File: config.mk
export PLATFORM = sky130hd
export DESIGN_NAME = smsdac_seg_enc_flat
export DESIGN_NICKNAME = d
export VERILOG_FILES = /design/src/rtl/smsdac_seg_enc_if.sv /design/src/rtl/smsdac_seg_enc.sv /design/src/flat_wrapper.sv
export SDC_FILE = /design/constraint.sdc
export NUM_CORES = 1
export LEC_CHECK = 0
export CELL_PAD_IN_SITES_DETAIL_PLACEMENT = 0
export CELL_PAD_IN_SITES_GLOBAL_PLACEMENT = 2
export CORE_MARGIN = 8
export CORE_UTILIZATION = 38
export CTS_BUF_LIST = sky130_fd_sc_hd__clkbuf_8
export DETAILED_ROUTE_END_ITERATION = 6
export PLACE_DENSITY = 0.91
export SLEW_MARGIN = 10
export SYNTH_ARGS = -nofsm -noshare
export SYNTH_HDL_FRONTEND = slang
export SYNTH_SLANG_ARGS = --single-unit
File: constraint.sdc
create_clock -name i_clk -period 11.6 [get_ports i_clk]
set_input_delay 2.32 -clock i_clk [delete_from_list [all_inputs] [get_ports i_clk]]
set_output_delay 2.32 -clock i_clk [all_outputs]
set_load 0.05 [all_outputs]
File: src/rtl/smsdac_seg_enc_if.sv
// rtl/smsdac_seg_enc_if.sv - sample/mode inputs and element-code output of the segment encoder
interface smsdac_seg_enc_if #(
   parameter int WIDTH = 8
);
   logic [WIDTH-1:0]   i_x;
   logic               i_en_enc;
   logic               i_en_dith;
   logic               i_signed;
   logic [2*WIDTH-1:0] o_y;

   modport master (
      output i_x,
      output i_en_enc,
      output i_en_dith,
      output i_signed,
      input  o_y
   );

   modport slave (
      input  i_x,
      input  i_en_enc,
      input  i_en_dith,
      input  i_signed,
      output o_y
   );
endinterface

File: src/rtl/smsdac_seg_enc.sv
// rtl/smsdac_seg_enc.sv - mismatch-shaping binary-tree encoder into WIDTH 3-level DAC elements
// Odd residues pick +1/-1 from a per-level toggle (optionally dithered by an LFSR).
module smsdac_seg_enc #(
   parameter int WIDTH = 8
) (
   input  logic           i_clk,
   input  logic           i_rst_b,
   smsdac_seg_enc_if.slave bus
);
   localparam logic [15:0]         LFSR_SEED = 16'hACE1;
   localparam logic signed [WIDTH:0] ONE     = 1;

   logic [WIDTH-1:0]   x_q;
   logic               en_enc_q;
   logic               en_dith_q;
   logic               signed_q;
   logic [WIDTH-2:0]   tog_q;
   logic [15:0]        lfsr_q;
   logic [2*WIDTH-1:0] y_q;

   logic signed [WIDTH:0] s;
   logic signed [WIDTH:0] v;
   logic [WIDTH-2:0]      odd;
   logic [2*WIDTH-1:0]    y_nxt;
   logic                  neg;
   logic                  lfsr_fb;

   assign bus.o_y = y_q;
   assign lfsr_fb = lfsr_q[0] ^ lfsr_q[2] ^ lfsr_q[3] ^ lfsr_q[5];

   always_comb begin
      // Offset binary becomes two's complement by inverting the MSB.
      s     = {{2{x_q[WIDTH-1] ^ ~signed_q}}, x_q[WIDTH-2:0]};
      v     = s;
      odd   = '0;
      y_nxt = '0;
      neg   = 1'b0;
      for (int k = 0; k < WIDTH-1; k++) begin
         if (v[0]) begin
            odd[k]         = 1'b1;
            neg            = tog_q[k] ^ (en_dith_q & lfsr_q[k]);
            y_nxt[2*k+1]   = ~neg;
            y_nxt[2*k]     = neg;
            v              = neg ? ((v + ONE) >>> 1) : ((v - ONE) >>> 1);
         end else begin
            v = v >>> 1;
         end
      end
      // Residue here is always -1, 0 or +1.
      y_nxt[2*WIDTH-1] = ~v[WIDTH] & v[0];
      y_nxt[2*WIDTH-2] = v[WIDTH];
   end

   always_ff @(posedge i_clk or negedge i_rst_b) begin
      if (!i_rst_b) begin
         x_q       <= '0;
         en_enc_q  <= 1'b0;
         en_dith_q <= 1'b0;
         signed_q  <= 1'b0;
         tog_q     <= '0;
         lfsr_q    <= LFSR_SEED;
         y_q       <= '0;
      end else begin
         x_q       <= bus.i_x;
         en_enc_q  <= bus.i_en_enc;
         en_dith_q <= bus.i_en_dith;
         signed_q  <= bus.i_signed;
         tog_q     <= tog_q ^ (odd & {(WIDTH-1){en_enc_q}});
         lfsr_q    <= {lfsr_fb, lfsr_q[15:1]};
         y_q       <= y_nxt;
      end
   end
endmodule

File: src/flat_wrapper.sv
// flat-port wrapper written by rule: the top's interface ports become plain ports
module smsdac_seg_enc_flat 
#(
   parameter int WIDTH = 8
)
  (i_clk, i_rst_b, bus_i_x, bus_i_en_enc, bus_i_en_dith, bus_i_signed, bus_o_y);
  smsdac_seg_enc_if #(.WIDTH(WIDTH)) bus_i ();
  input  logic i_clk;
  input  logic i_rst_b;
  input wire logic [$bits(bus_i.i_x)-1:0] bus_i_x;
  input wire logic [$bits(bus_i.i_en_enc)-1:0] bus_i_en_enc;
  input wire logic [$bits(bus_i.i_en_dith)-1:0] bus_i_en_dith;
  input wire logic [$bits(bus_i.i_signed)-1:0] bus_i_signed;
  output wire logic [$bits(bus_i.o_y)-1:0] bus_o_y;
  assign bus_i.i_x = bus_i_x;
  assign bus_i.i_en_enc = bus_i_en_enc;
  assign bus_i.i_en_dith = bus_i_en_dith;
  assign bus_i.i_signed = bus_i_signed;
  assign bus_o_y = bus_i.o_y;
  smsdac_seg_enc #(.WIDTH(WIDTH)) u_core (.i_clk(i_clk), .i_rst_b(i_rst_b), .bus(bus_i));
endmodule
==> metrics, run 1 <==
flop-to-flop setup slack=2280 ps; unrepaired setup endpoints after global routing=no; WS Path Type=flop to flop; Detailed Route WL=9350 µm; I/O Buffers=28; Post-CTS Setup Bufs=0; die area=14500 µm²; worst r2r dst=u_core.bus.o_y[15]$_DFF_PN0_; vias=3398; worst hold path type=flop to flop; ANT cells=0; Clock Tree Root=clkbuf_8; Yosys reg bits=50; Max Slew Vio Count=0; Max Clock Skew=14.8 ps; HP Start=u_core.lfsr_q[11]$_DFF_PN1_; Final min period=9320 ps; Post-synth EDFFs=0; Syn Nets=523; RR Startpoint=u_core.lfsr_q[0]$_DFF_PN1_; final cycle utilization of the critical path=80.3%; largest area contributor in the netlist=dfrtp_1; Distinct cells, synth=69; Slew HR=39.2%; Max Clk Rate=0.107 GHz; Starting Density=38.6%; CP Data Required Time=11800 ps; Clock transition at path regs=100 ps; clk sink count=50; most frequent CP cell=ha_1; Worst setup SP type=flop; Worst-Margin Slew=909 ps; share of cells above drive strength 1=8.55%; Die H=121 µm; Layout area overhead=12.2%; drt drc=0; Final nets=547; DR WL/cell=14.8 µm; Mapped Cells=466; CORE AREA=10700 µm²; crit end category=flop; Top FF cell, synth=dfrtp_1; GRT overflow=0; setup TNS=0 ps; Syn Std Cell Area=4150 µm²; critical path's largest stage delay=600 ps; Placement Setup Slack=2450 ps; 1st-iter DRT viols=169; Synth top area share=25.3%; Longest Clk Path Bufs=2; chip width=121 µm; YS warnings=0; detailed placement HPWL=7230 µm; clock latency on the worst-skew pair=310 ps; number of global-route vias before repair=3396; Hold Path Stages=0; syn avg cell area=8.91 µm²; synth top area cells=dfrtp_1 25%, ha_1 13%, dfstp_2 5.1%; area occupied by multi-input gates=2730 µm²; Tot GR Track Use=13.5%; FF+latch area=1260 µm²; status=finished clean; Detailed Routing Iterations Pass 1=4; CTS buffer count=5; # IOs=29; hold path endpoint=u_core.lfsr_q[10]$_DFF_PN1_; TritonCTS clock tree=built; sequential area share after synthesis=30.4%; Max-Cap Viols=0; Post-CTS Hold Buffers=0; routed vias/inst=5.39; worst reg-to-reg path cell count=46; Setup WS post-layout=2280 ps; GPL Wtd Cong=0.868; CP arrival=9520 ps; Final Hold Vio Count=0; CP max stage cell=dfstp_2; htree depth=2; post-cts sizing count=0; Async S/R FF share, synth=100%; final setup vio count=0; first-pass GRT wire length=16300 µm; fill count=1101; ANT nets after route=0; worst-path maximum fanout=11; Site Rows=38; largest net degree at the start of global routing=51; antenna violations before repair=0
-- critical path, delay by kind of cell (launching register included) --
kind                     cells  cell delay (ps)
adder cells (fa/ha/maj)      6             2040
buffers and inverters        2              330
AO/OA/AOI/OAI               18             3150
AND/OR/NAND/NOR             18             2780
flip-flops                   1              600
XOR/XNOR                     2              310
-- placed cells by master, fill, tap and decap left out, drive strengths merged, types with 8 or more instances in the layout --
master and instances:
nand2 45, xor2 15, a21o 9, ha 44, nor3 19, clkdlybuf4s50 27
xnor2 22, o21a 17, inv 24, dfstp 8, and3 9, o21ai 22
nor2 44, dfrtp 42, nor2b 10, a21oi 24
-- through the flow --
| stage | hold slack [ps] | area (µm²) | util [%] | std cells |
|---|---|---|---|---|
| 2_1_floorplan | 331 | 4150 | - | 466 |
| 3_3_place_gp | 343 | 4540 | 42.2 | 623 |
| 3_5_place_dp | 341 | 4540 | 42.2 | 623 |
| 4_1_cts | 365 | 4660 | 43.3 | 631 |
| 5_1_grt | 369 | 4660 | 43.3 | 631 |
| 6_report | 363 | 4660 | 43.3 | 631 |
-- cell families (layout without fill, tap and decap cells) --
kind of cell | Yosys count | after routing | synth area share [%]
simple gates | 163 | 163 | 19.2
compound gates | 128 | 128 | 22.9
flops | 50 | 50 | 30.4
fa+ha+maj | 44 | 44 | 13.3
xor+xnor | 37 | 37 | 7.99
buf+inv | 35 | 60 | 3.77
mux | 9 | 9 | 2.47
-- layer usage --
layer	vias to the layer above	GRT usage [%]	wire, µm
met5	-	0	0
met4	0	1.80	36
met3	5	2.66	382
met2	51	22.1	4310
met1	1599	18.4	4620
li1	1743	-	-
-- layout make-up --
class | instances | share of cell area, %
sequential | 50 | 27.1
inverter | 23 | 1.85
tap | 140 | 3.76
multi-input combinational | 381 | 58.7
clock inverter | 3 | 1.05
clock buffer | 5 | 1.48
timing repair buffer | 29 | 6.07
-- registers in the layout, indices dropped and copies added (netlist names) --
signal,count
u_core.x_q,8
u_core.signed_q,1
u_core.lfsr_q,16
u_core.en_enc_q,1
u_core.tog_q,7
u_core.en_dith_q,1
u_core.bus.o_y,16
-- worst max-delay path by stage --
stage | endpoint | start | slack [ps]
final | u_core.bus.o_y[15]$_DFF_PN0_ | u_core.lfsr_q[0]$_DFF_PN1_ | 2280
after global routing | u_core.bus.o_y[15]$_DFF_PN0_ | u_core.en_dith_q$_DFF_PN0_ | 1460
after CTS | u_core.bus.o_y[15]$_DFF_PN0_ | u_core.lfsr_q[0]$_DFF_PN1_ | 2370
after detailed placement | u_core.bus.o_y[15]$_DFF_PN0_ | u_core.lfsr_q[0]$_DFF_PN1_ | 2450
after global placement | u_core.bus.o_y[15]$_DFF_PN0_ | u_core.lfsr_q[0]$_DFF_PN1_ | 2710
after floorplan | u_core.bus.o_y[15]$_DFF_PN0_ | u_core.lfsr_q[0]$_DFF_PN1_ | 3270
-- Yosys cell counts, drive strengths merged, types with 7 or more instances --
master   n
nor3    19
inv     23
xnor2   22
o21ai   22
xor2    15
dfrtp   42
o21a    17
nand2   45
nor2b   10
ha      44
dfstp    8
nand3    7
a21oi   24
nor2    44
a21o     9
and3     9
clkbuf   7
mux2     7
and2     7
Power of run 1 is not shown: default switching activity piles up to over one toggle a cycle in this logic, so the estimate is an artifact.
==> run 2, diff against run 1 <==
--- a/config.mk
+++ b/config.mk
@@ -8,10 +8,10 @@
 export CELL_PAD_IN_SITES_DETAIL_PLACEMENT = 0
 export CELL_PAD_IN_SITES_GLOBAL_PLACEMENT = 2
 export CORE_MARGIN = 8
-export CORE_UTILIZATION = 38
+export CORE_UTILIZATION = 35
 export CTS_BUF_LIST = sky130_fd_sc_hd__clkbuf_8
 export DETAILED_ROUTE_END_ITERATION = 6
-export PLACE_DENSITY = 0.91
+export PLACE_DENSITY = 0.88
 export SLEW_MARGIN = 10
 export SYNTH_ARGS = -nofsm -noshare
 export SYNTH_HDL_FRONTEND = slang
==> constraint.sdc (replaced) <==
create_clock -name i_clk -period 8.16 [get_ports i_clk]
set_input_delay 1.632 -clock i_clk [delete_from_list [all_inputs] [get_ports i_clk]]
set_output_delay 1.632 -clock i_clk [all_outputs]
set_load 0.05 [all_outputs]
==> run 2 against run 1 <==
Effect of this change:
- clock skew barely moved
- register-to-register slack lost 2200 ps
- die area increased by 7.4%
- final cell count up 14%
==> metrics, run 2 (synthesized netlist as in run 1, its figures left out) <==
CP top delay family=compound AO/OA/AOI/OAI gates; ANT cells=0; Clock Tree Root=clkbuf_8; CP arrival=8300 ps; Site Rows=39; Slew HR=16.4%; Tot GR Track Use=13.5%; critical path endpoint=u_core.bus.o_y[15]$_DFF_PN0_; Starting Density=36.0%; fill count=1077; number of global-route vias before repair=3776; Worst setup SP type=flop; worst-path maximum fanout=4; Longest Clk Path Bufs=2; Post-CTS Hold Buffers=0; TritonCTS clock tree=built; Clock transition at path regs=100 ps; setup TNS=0 ps; critical path's largest stage delay=550 ps; Max Clk Rate=0.123 GHz; Detailed Routing Iterations Pass 1=4; ANT nets after route=0; final cycle utilization of the critical path=99.2%; commonest non-fill, non-tap cell in the layout=buf_4; WS Path Type=flop to flop; chip width=125 µm; first-pass GRT wire length=17900 µm; commonest non-fill, non-tap cells in the layout=88 x buf_4, 41 x dfrtp_1, 40 x nand2_1; final setup vio count=0; Final min period=8100 ps; DR WL/cell=15.4 µm; Worst path depth=46; Crit path buffers/inverters=4; Placement Setup Slack=-170 ps; detailed placement HPWL=8280 µm; crit end category=flop; Max-Cap Viols=0; routed vias/inst=5.37; antenna violations before repair=0; Max Slew Vio Count=0; htree depth=2; Die H=125 µm; unrepaired setup endpoints after global routing=yes; Setup crit start=u_core.lfsr_q[0]$_DFF_PN1_; Final Hold Vio Count=0; flop-to-flop setup slack=60 ps; worst r2r dst=u_core.bus.o_y[15]$_DFF_PN0_; CP Data Required Time=8360 ps; worst hold path type=flop to flop; RR Startpoint=u_core.lfsr_q[0]$_DFF_PN1_; CORE AREA=11500 µm²; vias=3875; die area=15600 µm²; Layout area overhead=39.3%; Final nets=635; worst reg-to-reg path cell count=46; Hold Slack=344 ps; 1st-iter DRT viols=229; clock latency on the worst-skew pair=310 ps; I/O Buffers=28; share of cells above drive strength 1=33.5%; CP max stage cell=dfstp_2; status=finished clean; GPL Wtd Cong=0.859; GRT overflow=0; CTS buffer count=5; Max Clock Skew=14.7 ps; Detailed Route WL=11100 µm; Worst-Margin Slew=1250 ps; # IOs=29; clk sink count=50; drt drc=0; Setup WS post-layout=61.3 ps; largest net degree at the start of global routing=51
==> run 2: cell types whose count changed in the layout (fill, tap and decap cells not counted), sizes merged <==
cell	previous run	this run
clkinvlp	1	0
clkbuf	5	6
buf	2	90
==> run 2: worst min-delay path by stage <==
stage / startpoint / end / slack, ps / cells past startpoint
2_1_floorplan: u_core.lfsr_q[9]$_DFF_PN0_ / u_core.lfsr_q[8]$_DFF_PN0_ / 330 / 0
3_3_place_gp: u_core.lfsr_q[9]$_DFF_PN0_ / u_core.lfsr_q[8]$_DFF_PN0_ / 340 / 0
3_5_place_dp: u_core.lfsr_q[9]$_DFF_PN0_ / u_core.lfsr_q[8]$_DFF_PN0_ / 340 / 0
4_1_cts: u_core.lfsr_q[8]$_DFF_PN0_ / u_core.lfsr_q[7]$_DFF_PN1_ / 350 / 0
5_1_grt: u_core.lfsr_q[8]$_DFF_PN0_ / u_core.lfsr_q[7]$_DFF_PN1_ / 360 / 0
6_report: u_core.lfsr_q[8]$_DFF_PN0_ / u_core.lfsr_q[7]$_DFF_PN1_ / 340 / 0
==> run 2: timing repair <==
action,CTS,global route
resized for setup,18,68
endpoints found under the hold margin,0,0
pin swaps,5,44
buffers inserted,4,17
endpoints found under the setup margin,2,2
==> run 2: per-stage QoR <==
step | area [µm²] | util, % | std cells
2_1_floorplan | 4180 | - | 466
3_3_place_gp | 5070 | 44.0 | 693
3_5_place_dp | 5070 | 44.0 | 693
4_1_cts | 5310 | 46.1 | 705
5_1_grt | 5780 | 50.2 | 722
6_report | 5780 | 50.2 | 722
==> run 2: area by class of cell <==
cell class | count | area [µm²] | share of cell area [%]
Timing Repair Buffer | 117 | 947 | 16.4
Clock buffer | 6 | 82.6 | 1.43
Multi-Input combinational cell | 381 | 3190 | 55.1
Clock inverter | 2 | 38.8 | 0.671
Inverter | 23 | 86.3 | 1.49
Tap cell | 143 | 179 | 3.09
Sequential cell | 50 | 1260 | 21.8
==> run 2: worst register-to-register path: cells and delay by family, from the launching register on <==
kind	cells	cell delay (ps)
DFF	1	550
and+or+nand+nor	15	2000
buffers and inverters	4	440
adders and majority gates	6	1560
xor gates and xnor gates	2	400
AOI/OAI and AO/OA	19	3040
==> run 2: metal layers <==
| layer | vias up | share of wire, % | track usage (%) |
|---|---|---|---|
| met3 | 10 | 4.7 | 2.95 |
| met5 | - | 0 | 0 |
| met1 | 1880 | 48 | 17.6 |
| met4 | 0 | 0.98 | 2.51 |
| met2 | 61 | 47 | 22.6 |
| li1 | 1924 | - | - |
Power of run 2 is left out for the same reason.
